<file path="src/rtl/bridge_pkg.sv">
// Shared types and constants for the AHB2APB bridge: AHB encodings, address map
// and the state enum shared with bridge_apb_controller.
package bridge_pkg;

    localparam int          WIDTH    = 32;
    localparam int          SLAVES   = 4;
    localparam logic [31:0] CFG_ADDR = 32'h0000_0004;

    // Address map: HADDR[15:12] selects the region, internal space tops out at 0x008
    localparam logic [3:0]  REGION_INTERNAL = 4'h0;
    localparam logic [3:0]  REGION_TIMER    = 4'h1;
    localparam logic [3:0]  REGION_INTC     = 4'h2;
    localparam logic [3:0]  REGION_REMAP    = 4'h3;
    localparam logic [3:0]  REGION_SLAVE4   = 4'h4;
    localparam logic [11:0] INTERNAL_TOP    = 12'h008;

    localparam int FLAG_TIMER  = 0;
    localparam int FLAG_INTC   = 1;
    localparam int FLAG_REMAP  = 2;
    localparam int FLAG_SLAVE4 = 3;

    typedef enum logic [1:0] {
        TRANS_IDLE   = 2'b00,
        TRANS_BUSY   = 2'b01,
        TRANS_NONSEQ = 2'b10,
        TRANS_SEQ    = 2'b11
    } htrans_t;

    typedef enum logic [2:0] {
        BURST_SINGLE = 3'd0,
        BURST_INCR   = 3'd1,
        BURST_WRAP4  = 3'd2,
        BURST_INCR4  = 3'd3,
        BURST_WRAP8  = 3'd4,
        BURST_INCR8  = 3'd5,
        BURST_WRAP16 = 3'd6,
        BURST_INCR16 = 3'd7
    } hburst_t;

    typedef enum logic [1:0] {
        RESP_OKAY  = 2'b00,
        RESP_ERROR = 2'b01,
        RESP_RETRY = 2'b10,
        RESP_SPLIT = 2'b11
    } hresp_t;

    typedef enum logic [1:0] {
        OKAY = 2'd0,
        ERR1 = 2'd1,
        ERR2 = 2'd2
    } err_state_t;

    typedef enum logic [2:0] {
        ST_IDLE     = 3'd0,
        ST_READ     = 3'd1,
        ST_WWAIT    = 3'd2,
        ST_WRITE    = 3'd3,
        ST_WRITEP   = 3'd4,
        ST_WENABLE  = 3'd5,
        ST_WENABLEP = 3'd6,
        ST_RENABLE  = 3'd7
    } apb_state_t;

    // Beats remaining after the first beat of a fixed-length burst
    function automatic logic [3:0] burst_last_beat(input hburst_t burst);
        logic [3:0] beats;
        case (burst)
            BURST_WRAP4,  BURST_INCR4:  beats = 4'd3;
            BURST_WRAP8,  BURST_INCR8:  beats = 4'd7;
            BURST_WRAP16, BURST_INCR16: beats = 4'd15;
            default:                    beats = 4'd0;
        endcase
        return beats;
    endfunction

endpackage

</file>
<file path="src/rtl/bridge_burst_addr_gen.sv">
// Next-beat address (INCR or WRAP boundary) and remaining-beat counter for
// the transfer currently held in the address-phase registers.
module bridge_burst_addr_gen #(
    parameter int WIDTH = bridge_pkg::WIDTH
) (
    input  logic             HCLK,
    input  logic             HRESETn,
    input  logic             accept,
    input  logic [1:0]       htrans,
    input  logic [2:0]       hburst,
    input  logic [WIDTH-1:0] addr_d1,
    input  logic [2:0]       size_reg,
    output logic [WIDTH-1:0] inc_addr,
    output logic [3:0]       beats_left
);
    import bridge_pkg::*;

    hburst_t          burst_r;
    logic [3:0]       beats_r;
    logic [WIDTH-1:0] bytes_s;
    logic [WIDTH-1:0] next_s;
    logic [WIDTH-1:0] mask_s;
    logic [WIDTH-1:0] inc_addr_s;

    // Burst type and beat count follow each accepted transfer; NONSEQ restarts the count
    always_ff @(posedge HCLK or negedge HRESETn) begin
        if (!HRESETn) begin
            burst_r <= BURST_SINGLE;
            beats_r <= 4'd0;
        end else if (accept) begin
            burst_r <= hburst_t'(hburst);
            if (htrans == TRANS_NONSEQ) begin
                beats_r <= burst_last_beat(hburst_t'(hburst));
            end else if (beats_r != 4'd0) begin
                beats_r <= beats_r - 4'd1;
            end
        end
    end

    // Wrapping bursts keep the bits above the wrap block; an all-ones mask gives plain increment
    always_comb begin
        bytes_s = WIDTH'(1'b1) << size_reg;
        next_s  = addr_d1 + bytes_s;
        case (burst_r)
            BURST_WRAP4:  mask_s = (bytes_s << 2) - WIDTH'(1'b1);
            BURST_WRAP8:  mask_s = (bytes_s << 3) - WIDTH'(1'b1);
            BURST_WRAP16: mask_s = (bytes_s << 4) - WIDTH'(1'b1);
            default:      mask_s = {WIDTH{1'b1}};
        endcase
        inc_addr_s = (addr_d1 & ~mask_s) | (next_s & mask_s);
    end

    assign inc_addr   = inc_addr_s;
    assign beats_left = beats_r;

endmodule

</file>
<file path="src/rtl/bridge_ahb_slave_if.sv">
// AHB-side front end of the AHB2APB bridge: transfer qualification, address/data
// pipeline, APB slave decode, internal config register and ERROR response.
module bridge_ahb_slave_if #(
    parameter int          WIDTH    = bridge_pkg::WIDTH,
    parameter int          SLAVES   = bridge_pkg::SLAVES,
    parameter logic [31:0] CFG_ADDR = bridge_pkg::CFG_ADDR
) (
    input  logic             HCLK,
    input  logic             HRESETn,
    input  logic             HSEL,
    input  logic [31:0]      HADDR,
    input  logic [1:0]       HTRANS,
    input  logic             HWRITE,
    input  logic [2:0]       HSIZE,
    input  logic [2:0]       HBURST,
    input  logic [WIDTH-1:0] HWDATA,
    input  logic             HREADY_IN,
    output logic             valid,
    output logic             HWRITE_REG,
    output logic [2:0]       HSIZE_REG,
    output logic [WIDTH-1:0] HADDR_REG_D1,
    output logic [WIDTH-1:0] HADDR_REG_D2,
    output logic [WIDTH-1:0] HADDR_REG_D3,
    output logic [WIDTH-1:0] HWDATA_REG,
    output logic [WIDTH-1:0] INC_ADDR,
    output logic [WIDTH-1:0] CONFIG_REG_DATA,
    output logic             flag_timer,
    output logic             flag_interruptc,
    output logic             flag_remap_pause_controller,
    output logic             flag_slave4,
    output logic [3:0]       burst_beats_left,
    output logic [1:0]       HRESP,
    output logic             HREADY_ERR
);
    import bridge_pkg::*;

    logic              accept_s;
    logic              internal_s;
    logic              mapped_s;
    logic              err_start_s;
    logic [SLAVES-1:0] flags_dec_s;

    logic              hwrite_r;
    logic [2:0]        hsize_r;
    logic [WIDTH-1:0]  d1_r;
    logic [WIDTH-1:0]  d2_r;
    logic [WIDTH-1:0]  d3_r;
    logic [WIDTH-1:0]  hwdata_r;
    logic [WIDTH-1:0]  cfg_r;
    logic [SLAVES-1:0] flags_r;
    logic              wr_pend_r;
    logic              cfg_pend_r;
    err_state_t        err_state_r;
    hresp_t            hresp_r;
    logic              hready_err_r;

    assign accept_s    = HSEL & HTRANS[1] & HREADY_IN;
    assign err_start_s = accept_s & ~mapped_s;
    assign valid       = accept_s & mapped_s & (err_state_r != ERR1);

    // Address decode: internal window or one APB slave region, anything else is unmapped
    always_comb begin
        internal_s  = (HADDR[31:12] == 20'h0_0000) && (HADDR[11:0] <= INTERNAL_TOP);
        flags_dec_s = '0;
        case (HADDR[15:12])
            REGION_TIMER:  flags_dec_s[FLAG_TIMER]  = 1'b1;
            REGION_INTC:   flags_dec_s[FLAG_INTC]   = 1'b1;
            REGION_REMAP:  flags_dec_s[FLAG_REMAP]  = 1'b1;
            REGION_SLAVE4: flags_dec_s[FLAG_SLAVE4] = 1'b1;
            default:       flags_dec_s = '0;
        endcase
        mapped_s = internal_s | (|flags_dec_s);
    end

    // Address-phase capture on every accepted transfer
    always_ff @(posedge HCLK or negedge HRESETn) begin
        if (!HRESETn) begin
            hwrite_r <= 1'b0;
            hsize_r  <= 3'd0;
            d1_r     <= '0;
            flags_r  <= '0;
        end else if (accept_s) begin
            hwrite_r <= HWRITE;
            hsize_r  <= HSIZE;
            d1_r     <= WIDTH'(HADDR);
            flags_r  <= flags_dec_s;
        end
    end

    // Free-running address delay line for the downstream controller
    always_ff @(posedge HCLK or negedge HRESETn) begin
        if (!HRESETn) begin
            d2_r <= '0;
            d3_r <= '0;
        end else begin
            d2_r <= d1_r;
            d3_r <= d2_r;
        end
    end

    // Data phase: a write accepted last cycle completes once HREADY_IN is high
    always_ff @(posedge HCLK or negedge HRESETn) begin
        if (!HRESETn) begin
            hwdata_r   <= '0;
            cfg_r      <= '0;
            wr_pend_r  <= 1'b0;
            cfg_pend_r <= 1'b0;
        end else if (HREADY_IN) begin
            if (wr_pend_r) begin
                hwdata_r <= HWDATA;
            end
            if (cfg_pend_r) begin
                cfg_r <= HWDATA;
            end
            wr_pend_r  <= accept_s & HWRITE;
            cfg_pend_r <= accept_s & HWRITE & (HADDR == CFG_ADDR);
        end
    end

    // Two-cycle ERROR response; ERR2 may chain straight into another ERR1
    always_ff @(posedge HCLK or negedge HRESETn) begin
        if (!HRESETn) begin
            err_state_r  <= OKAY;
            hresp_r      <= RESP_OKAY;
            hready_err_r <= 1'b1;
        end else begin
            case (err_state_r)
                ERR1: begin
                    err_state_r  <= ERR2;
                    hresp_r      <= RESP_ERROR;
                    hready_err_r <= 1'b1;
                end
                OKAY, ERR2: begin
                    if (err_start_s) begin
                        err_state_r  <= ERR1;
                        hresp_r      <= RESP_ERROR;
                        hready_err_r <= 1'b0;
                    end else begin
                        err_state_r  <= OKAY;
                        hresp_r      <= RESP_OKAY;
                        hready_err_r <= 1'b1;
                    end
                end
                default: begin
                    err_state_r  <= OKAY;
                    hresp_r      <= RESP_OKAY;
                    hready_err_r <= 1'b1;
                end
            endcase
        end
    end

    bridge_burst_addr_gen #(
        .WIDTH (WIDTH)
    ) u_burst_addr_gen (
        .HCLK       (HCLK),
        .HRESETn    (HRESETn),
        .accept     (accept_s),
        .htrans     (HTRANS),
        .hburst     (HBURST),
        .addr_d1    (d1_r),
        .size_reg   (hsize_r),
        .inc_addr   (INC_ADDR),
        .beats_left (burst_beats_left)
    );

    assign HWRITE_REG                  = hwrite_r;
    assign HSIZE_REG                   = hsize_r;
    assign HADDR_REG_D1                = d1_r;
    assign HADDR_REG_D2                = d2_r;
    assign HADDR_REG_D3                = d3_r;
    assign HWDATA_REG                  = hwdata_r;
    assign CONFIG_REG_DATA             = cfg_r;
    assign flag_timer                  = flags_r[FLAG_TIMER];
    assign flag_interruptc             = flags_r[FLAG_INTC];
    assign flag_remap_pause_controller = flags_r[FLAG_REMAP];
    assign flag_slave4                 = flags_r[FLAG_SLAVE4];
    assign HRESP                       = hresp_r;
    assign HREADY_ERR                  = hready_err_r;

endmodule

</file>
<file path="config.mk">
export PLATFORM = sky130hd
export DESIGN_NAME = bridge_ahb_slave_if
export DESIGN_NICKNAME = d
export VERILOG_FILES = /design/src/rtl/bridge_pkg.sv /design/src/rtl/bridge_burst_addr_gen.sv /design/src/rtl/bridge_ahb_slave_if.sv
export SDC_FILE = /design/constraint.sdc
export NUM_CORES = 1
export LEC_CHECK = 0
export CAP_MARGIN = 30
export CORE_ASPECT_RATIO = 1.1
export CORE_MARGIN = 1.5
export CORE_UTILIZATION = 44
export CTS_CLUSTER_SIZE = 10
export DETAILED_ROUTE_END_ITERATION = 8
export HOLD_SLACK_MARGIN = 0.05
export PLACE_DENSITY = 0.91
export SETUP_SLACK_MARGIN = 0.2
export SLEW_MARGIN = 10
export SYNTH_ARGS = -nofsm -noshare
export SYNTH_HDL_FRONTEND = slang
export SYNTH_SLANG_ARGS = --single-unit
</file>
<file path="constraint.sdc">
create_clock -name HCLK -period 4.1 [get_ports HCLK]
set_clock_uncertainty 0.05 [all_clocks]
set_input_delay 0.82 -clock HCLK [delete_from_list [all_inputs] [get_ports HCLK]]
set_output_delay 0.82 -clock HCLK [all_outputs]
set_load 0.01 [all_outputs]
</file>
; ---- After elaboration in Yosys (flattened, before gate mapping)
; Cells that the tools add are included.
[classes]
addsub = 5
magnitude_cmp = 1
n_eq_ne = 18
shift = 1
mux = 13
bitwise = 13
n_reduce_logical = 13
[ops]
columns = op, count
row1 = $pmux 32 s3, 1
row2 = $sub 32x1->32 const B, 3
row3 = $and 32x32->32, 2
row4 = $add 32x32->32, 1
row5 = $eq 32x3->1 const B, 1
row6 = $not 32->32, 1
row7 = $or 32x32->32, 1
row8 = $shl 1x3->32 const A, 1
row9 = $logic_not 20->1, 1
row10 = $eq 3x3->1 const B, 6
row11 = $le 12x4->1 const B, 1
row12 = $pmux 4 s3, 1
row13 = $eq 3x2->1 const B, 3
row14 = $eq 4x2->1 const B, 2
row15 = $mux 4, 2
row16 = $reduce_or 2->1, 4
row17 = $and 1x1->1, 7
row18 = $mux 1, 7
row19 = $reduce_and 2->1, 3
row20 = $eq 2x2->1 const B, 2
row21 = $eq 4x1->1 const B, 1
row22 = $eq 4x3->1 const B, 1
row23 = $pmux 2 s2, 1
row24 = $reduce_bool 4->1, 1
row25 = 10 further kinds, 10
[totals]
register_bits = 182
input_bits = 77
output_inout_bits = 208
wordCells = 79

; ---- Longest topological paths before layout
[depth]
ltp_word = 8
depth_mapped = 14
ltp_nobuf = 11

; ---- Cells and area by module
; From an unflattened synthesis, not the netlist that was laid out.
[unflattened]
hier_cells = 673
area_unflattened_um2 = 7791.2
[by_module_without_submodules]
columns = module, n_inst, cells_per_inst, area_per_inst_um2, seq_area_each_um2
row1 = bridge_ahb_slave_if, 1, 404, 5838.1, 4355.4
row2 = bridge_burst_addr_gen, 1, 269, 1953.1, 175.2

; ---- Worst setup path before layout
; OpenSTA, ideal clock, no wires.
[synth_path]
path_type = flip-flop to output port
startpoint = register hsize_r[0] (netlist: HSIZE_REG[0])
endpoint = output port INC_ADDR[20]
arrival_time_ps = 2886
t_required_ps = 3230
slack_ps = 344
path_stages_with_launch = 15
path_buffers = 4
path_cell_list = dfrtp_1 > buf_6 > clkbuf_1 > clkbuf_1 > nand2_1 > nor2_1 > xor2_1 > ha_1 > o21ai_1 > a32oi_2 > o211ai_2 > and2_4 > buf_6 > nor4_1 > xor2_1
[synth_via]
elab_chain_cells = 6
elab_cells_between_ends = 10
cone_classes = add/sub: 4 / shift: 1 / mux: 1 / bitwise: 4
[synth_rtl]
columns = element, line_no
row1 = "start, declared", bridge_ahb_slave_if.sv:44  ; logic [2:0] hsize_r;
row2 = "start signal, assigned", bridge_ahb_slave_if.sv:79  ; hsize_r <= 3'd0;
row3 = "start signal, assigned", bridge_ahb_slave_if.sv:84  ; hsize_r <= HSIZE;
row4 = $shl 1x3->32 (*), bridge_burst_addr_gen.sv:42  ; bytes_s = WIDTH'(1'b1) << size_reg;
row5 = $sub 32x1->32 (on tied branches), "bridge_burst_addr_gen.sv:47, bridge_burst_addr_gen.sv:45, bridge_burst_addr_gen.sv:46"
row6 = $pmux 32 s3, bridge_burst_addr_gen.sv:44  ; case (burst_r)
row7 = $not 32->32, bridge_burst_addr_gen.sv:50  ; inc_addr_s = (addr_d1 & ~mask_s) | (next_s & mask_s);
row8 = $and 32x32->32, bridge_burst_addr_gen.sv:50
row9 = $or 32x32->32 (*), bridge_burst_addr_gen.sv:50
row10 = "end, declared", bridge_ahb_slave_if.sv:25  ; output logic [WIDTH-1:0] INC_ADDR,
; Every way passes the cells marked *; elsewhere a longest branch is shown, timed or not.

; ---- Worst setup path after layout
[layout_path]
startpoint = input port HADDR[5]
endpoint = output port valid
[layout_via]
elab_chain_cells = 5
[layout_rtl]
columns = element, line_no
row1 = "start, declared", bridge_ahb_slave_if.sv:11  ; input logic [31:0] HADDR,
row2 = $le 12x4->1, bridge_ahb_slave_if.sv:63  ; internal_s = (HADDR[31:12] == 20'h0_0000) && (HADDR[11:0] <= INTERNAL_TOP);
row3 = $logic_and 1x1->1, bridge_ahb_slave_if.sv:63
row4 = $or 1x1->1, bridge_ahb_slave_if.sv:72  ; mapped_s = internal_s | (|flags_dec_s);
row5 = $and 1x1->1 (2 in a row), bridge_ahb_slave_if.sv:59  ; assign valid = accept_s & mapped_s & (err_state_r != ERR1);
row6 = "end, declared", bridge_ahb_slave_if.sv:18  ; output logic valid,
; Every way passes these cells.

==> out/metrics.cfg <==
[power_and_ir_drop]
totalPowerFinal_mw = 5.58
max-vdd-ir-drop_uv = 276
p_leak_nw = 5.30
p_per_area_nw_per_um2 = 483

[route]
drc = 0
wl_um = 22700
first_pass_iters = 5
routedWlPerCell_um = 18.8
vias = 6294
vias_per_cell = 5.20
drtIter0Drc = 381
ant_nets = 0

[placed_design]
hpwl_um = 16200
place_congestion = 0.849
io_buffers = 283
placedCellCount = 1176

[timing]
final_max_slew_viol_count = 0
period_share = 0.942
max_freq_mhz = 259
worst_slew_pin_slew_ns = 0.852
rsz0062_at_grt = yes
layout_min_cycle_time_ns = 3.86
slew_headroom = 0.425
hold_viol_final = 0
setup_viol = 0
setup_tns_ns = 0
hold_ws_ns = 0.322

[run_status]
status = complete, no violations

[flow_run]
maxCapViolCount = 0

[worst_setup_path]
worst-path-max-fanout = 2
worstSetupStartpoint = HADDR[5]
arrival_ns = 2.99
cp_cell_sequence = clkdlybuf4s50_1, nor4_1, buf_4, nand3_1, nor3_2, nor2_1, nor3_1, clkdlybuf4s50_1
worstSetupStartpointType = primary input
worst-setup-path-type = in2out
crit_top_cell = clkdlybuf4s50_1
max_stage_delay_ns = 0.57
cp_slowest_cell = clkdlybuf4s50_1
r2r-start = u_burst_addr_gen.beats_left[0]$_DFFE_PN0P_
worst-path-buf-inv = 3
critPathCaptureType = output port
critical-path-top-delay-family = buffers and inverters
cp.required_ns = 3.23

[global_routing]
antenna_found_initial = 0
grt_overflow = 0
grt_pass1_vias = 6256
grt_max_degree = 87
grt_usage = 0.250
grt_pass1_wl_um = 34700

[die]
coreArea_sq_um = 17000
dieHeight_um = 141
io_pins = 285
dieArea_sq_um = 18100
die_w_um = 128
rows = 50
start_util = 0.448

[yosys]
yosysTopAreaCellShare = 0.593
syn-instance-count = 670
ys_types = 68
synth_enable_flop_cells = 0
yosys-top-cells-area = dfrtp_1 (59%), mux2_2 (9.6%), nand2_1 (7.5%)
synth_fp_nets = 754
yosys_most_used_dff = dfrtp_1
syn_avg_cell_area_sq_um = 11.3
async_flop_share = 1.00
yosysWarningCount = 0
yosysMostFrequentCell = dfrtp_1
synth-seq-area-share = 0.596
yosys-top-cells-count = dfrtp_1 (180), nand2_1 (152), mux2_2 (65)
yosysTopAreaCell = dfrtp_1
synth_area_sq_um = 7600
postSynthRegisterBits = 181

[finish]
fin_util = 0.683
final_net_count = 1049
diodes = 0
drive_gt1_frac = 0.177
syn2layout_area_growth_pct = 52.2
fin_cells = 1211
fillers = 1218

[worst_hold_path]
min_path_type = reg2reg
min_from = HADDR_REG_D2[1]$_DFF_PN0_

[clock_tree]
cts.reportedPaths.clkPinSlew_ns = 0.07
cts_tree = built
insertion_delay_ns = 0.43
cts_made_buffers = 17
h-tree-depth = 4
clk_path_buf_depth = 2
cts_hold_buf = 0
root_buffer = clkbuf_16
cts_sinks = 181

## sequential cells by signal, summed over array words and instances, names as in the netlist, 2 cells and up
signal and count:
flags_r 4, HADDR_REG_D1 32, err_state_r 2, HWDATA_REG 32, CONFIG_REG_DATA 32, HSIZE_REG 3, u_burst_addr_gen.beats_left 4, u_burst_addr_gen.burst_r 3
HADDR_REG_D2 32, HADDR_REG_D3 32
## layer usage
metal,GRT usage,routed length [um],part of all wire,vias to the layer above
met4,0.0911,508,0.022,0
met5,0,0,0,-
met1,0.306,8970,0.39,3079
met2,0.425,11500,0.50,302
met3,0.0687,1780,0.078,33
li1,-,-,-,2880
## logic make-up (layout without fill, tap and decap cells)
family | Yosys count | in the layout | share of synthesized area
XOR/XNOR | 31 | 31 | 0.0357
AND/OR/NAND/NOR | 276 | 277 | 0.173
other | 1 | 1 | 0.000493
AO/OA/AOI/OAI | 64 | 64 | 0.0591
flip-flops | 181 | 181 | 0.596
multiplexers | 67 | 67 | 0.0989
buffers and inverters | 43 | 349 | 0.0252
adder cells (fa/ha/maj) | 7 | 7 | 0.0115
## layout by cell type (no fill, tap or decap), drive strengths merged, types with 10 or more instances in the layout
cell,synthesis,final
clkdlybuf4s50,0,255
dfrtp,180,180
nand2,152,152
mux2,65,65
nor2,29,29
buf,13,27
clkbuf,18,25
nand3,21,21
o21ai,21,21
xnor2,16,16
inv,12,16
xor2,15,15
dlygate4sd2,0,14
nor3,11,11
a21oi,10,10
## stage by stage
step | setup slack, ns | instance area [sq um]
final | 0.240 | 11600
after global routing | 0.0498 | 11600
after CTS | 0.0538 | 11500
after detailed placement | 0.172 | 10800
after global placement | 0.0634 | 10800
after floorplan | 0.344 | 7600
## cell type report
type,count,area [sq um],share of cell area
Clock buffer,19,443,0.0383
Multi-Input combinational cell,447,3090,0.267
Clock inverter,12,169,0.0146
Tap cell,234,293,0.0253
Timing Repair Buffer,306,3000,0.259
Inverter,12,45.0,0.00389
Sequential cell,181,4530,0.392
## power by group
part | internal [mW] | total, mW | switching (mW)
logic | 0.867 | 1.56 | 0.691
registers | 2.06 | 2.32 | 0.257
clock network | 0.986 | 1.71 | 0.721
## worst paths after layout
kind,endpoint,slack (ns),cells after the start
min,HADDR_REG_D3[1]$_DFF_PN0_,0.32,0
max,valid,0.24,8
min reg2reg,HADDR_REG_D3[1]$_DFF_PN0_,0.32,0
max reg2reg,u_burst_addr_gen.beats_left[1]$_DFFE_PN0P_,2.16,6
min in group asynchronous,CONFIG_REG_DATA[14]$_DFFE_PN0P_,0.39,1
max in group asynchronous,HWDATA_REG[28]$_DFFE_PN0P_,2.61,2
## repair_timing
action	in CTS	in global routing
pin swaps	1	9
resized for setup	44	44
endpoints found under the setup margin	27	21
cloned	0	1
buffers inserted	1	2
(Power assumes the default switching activity.)
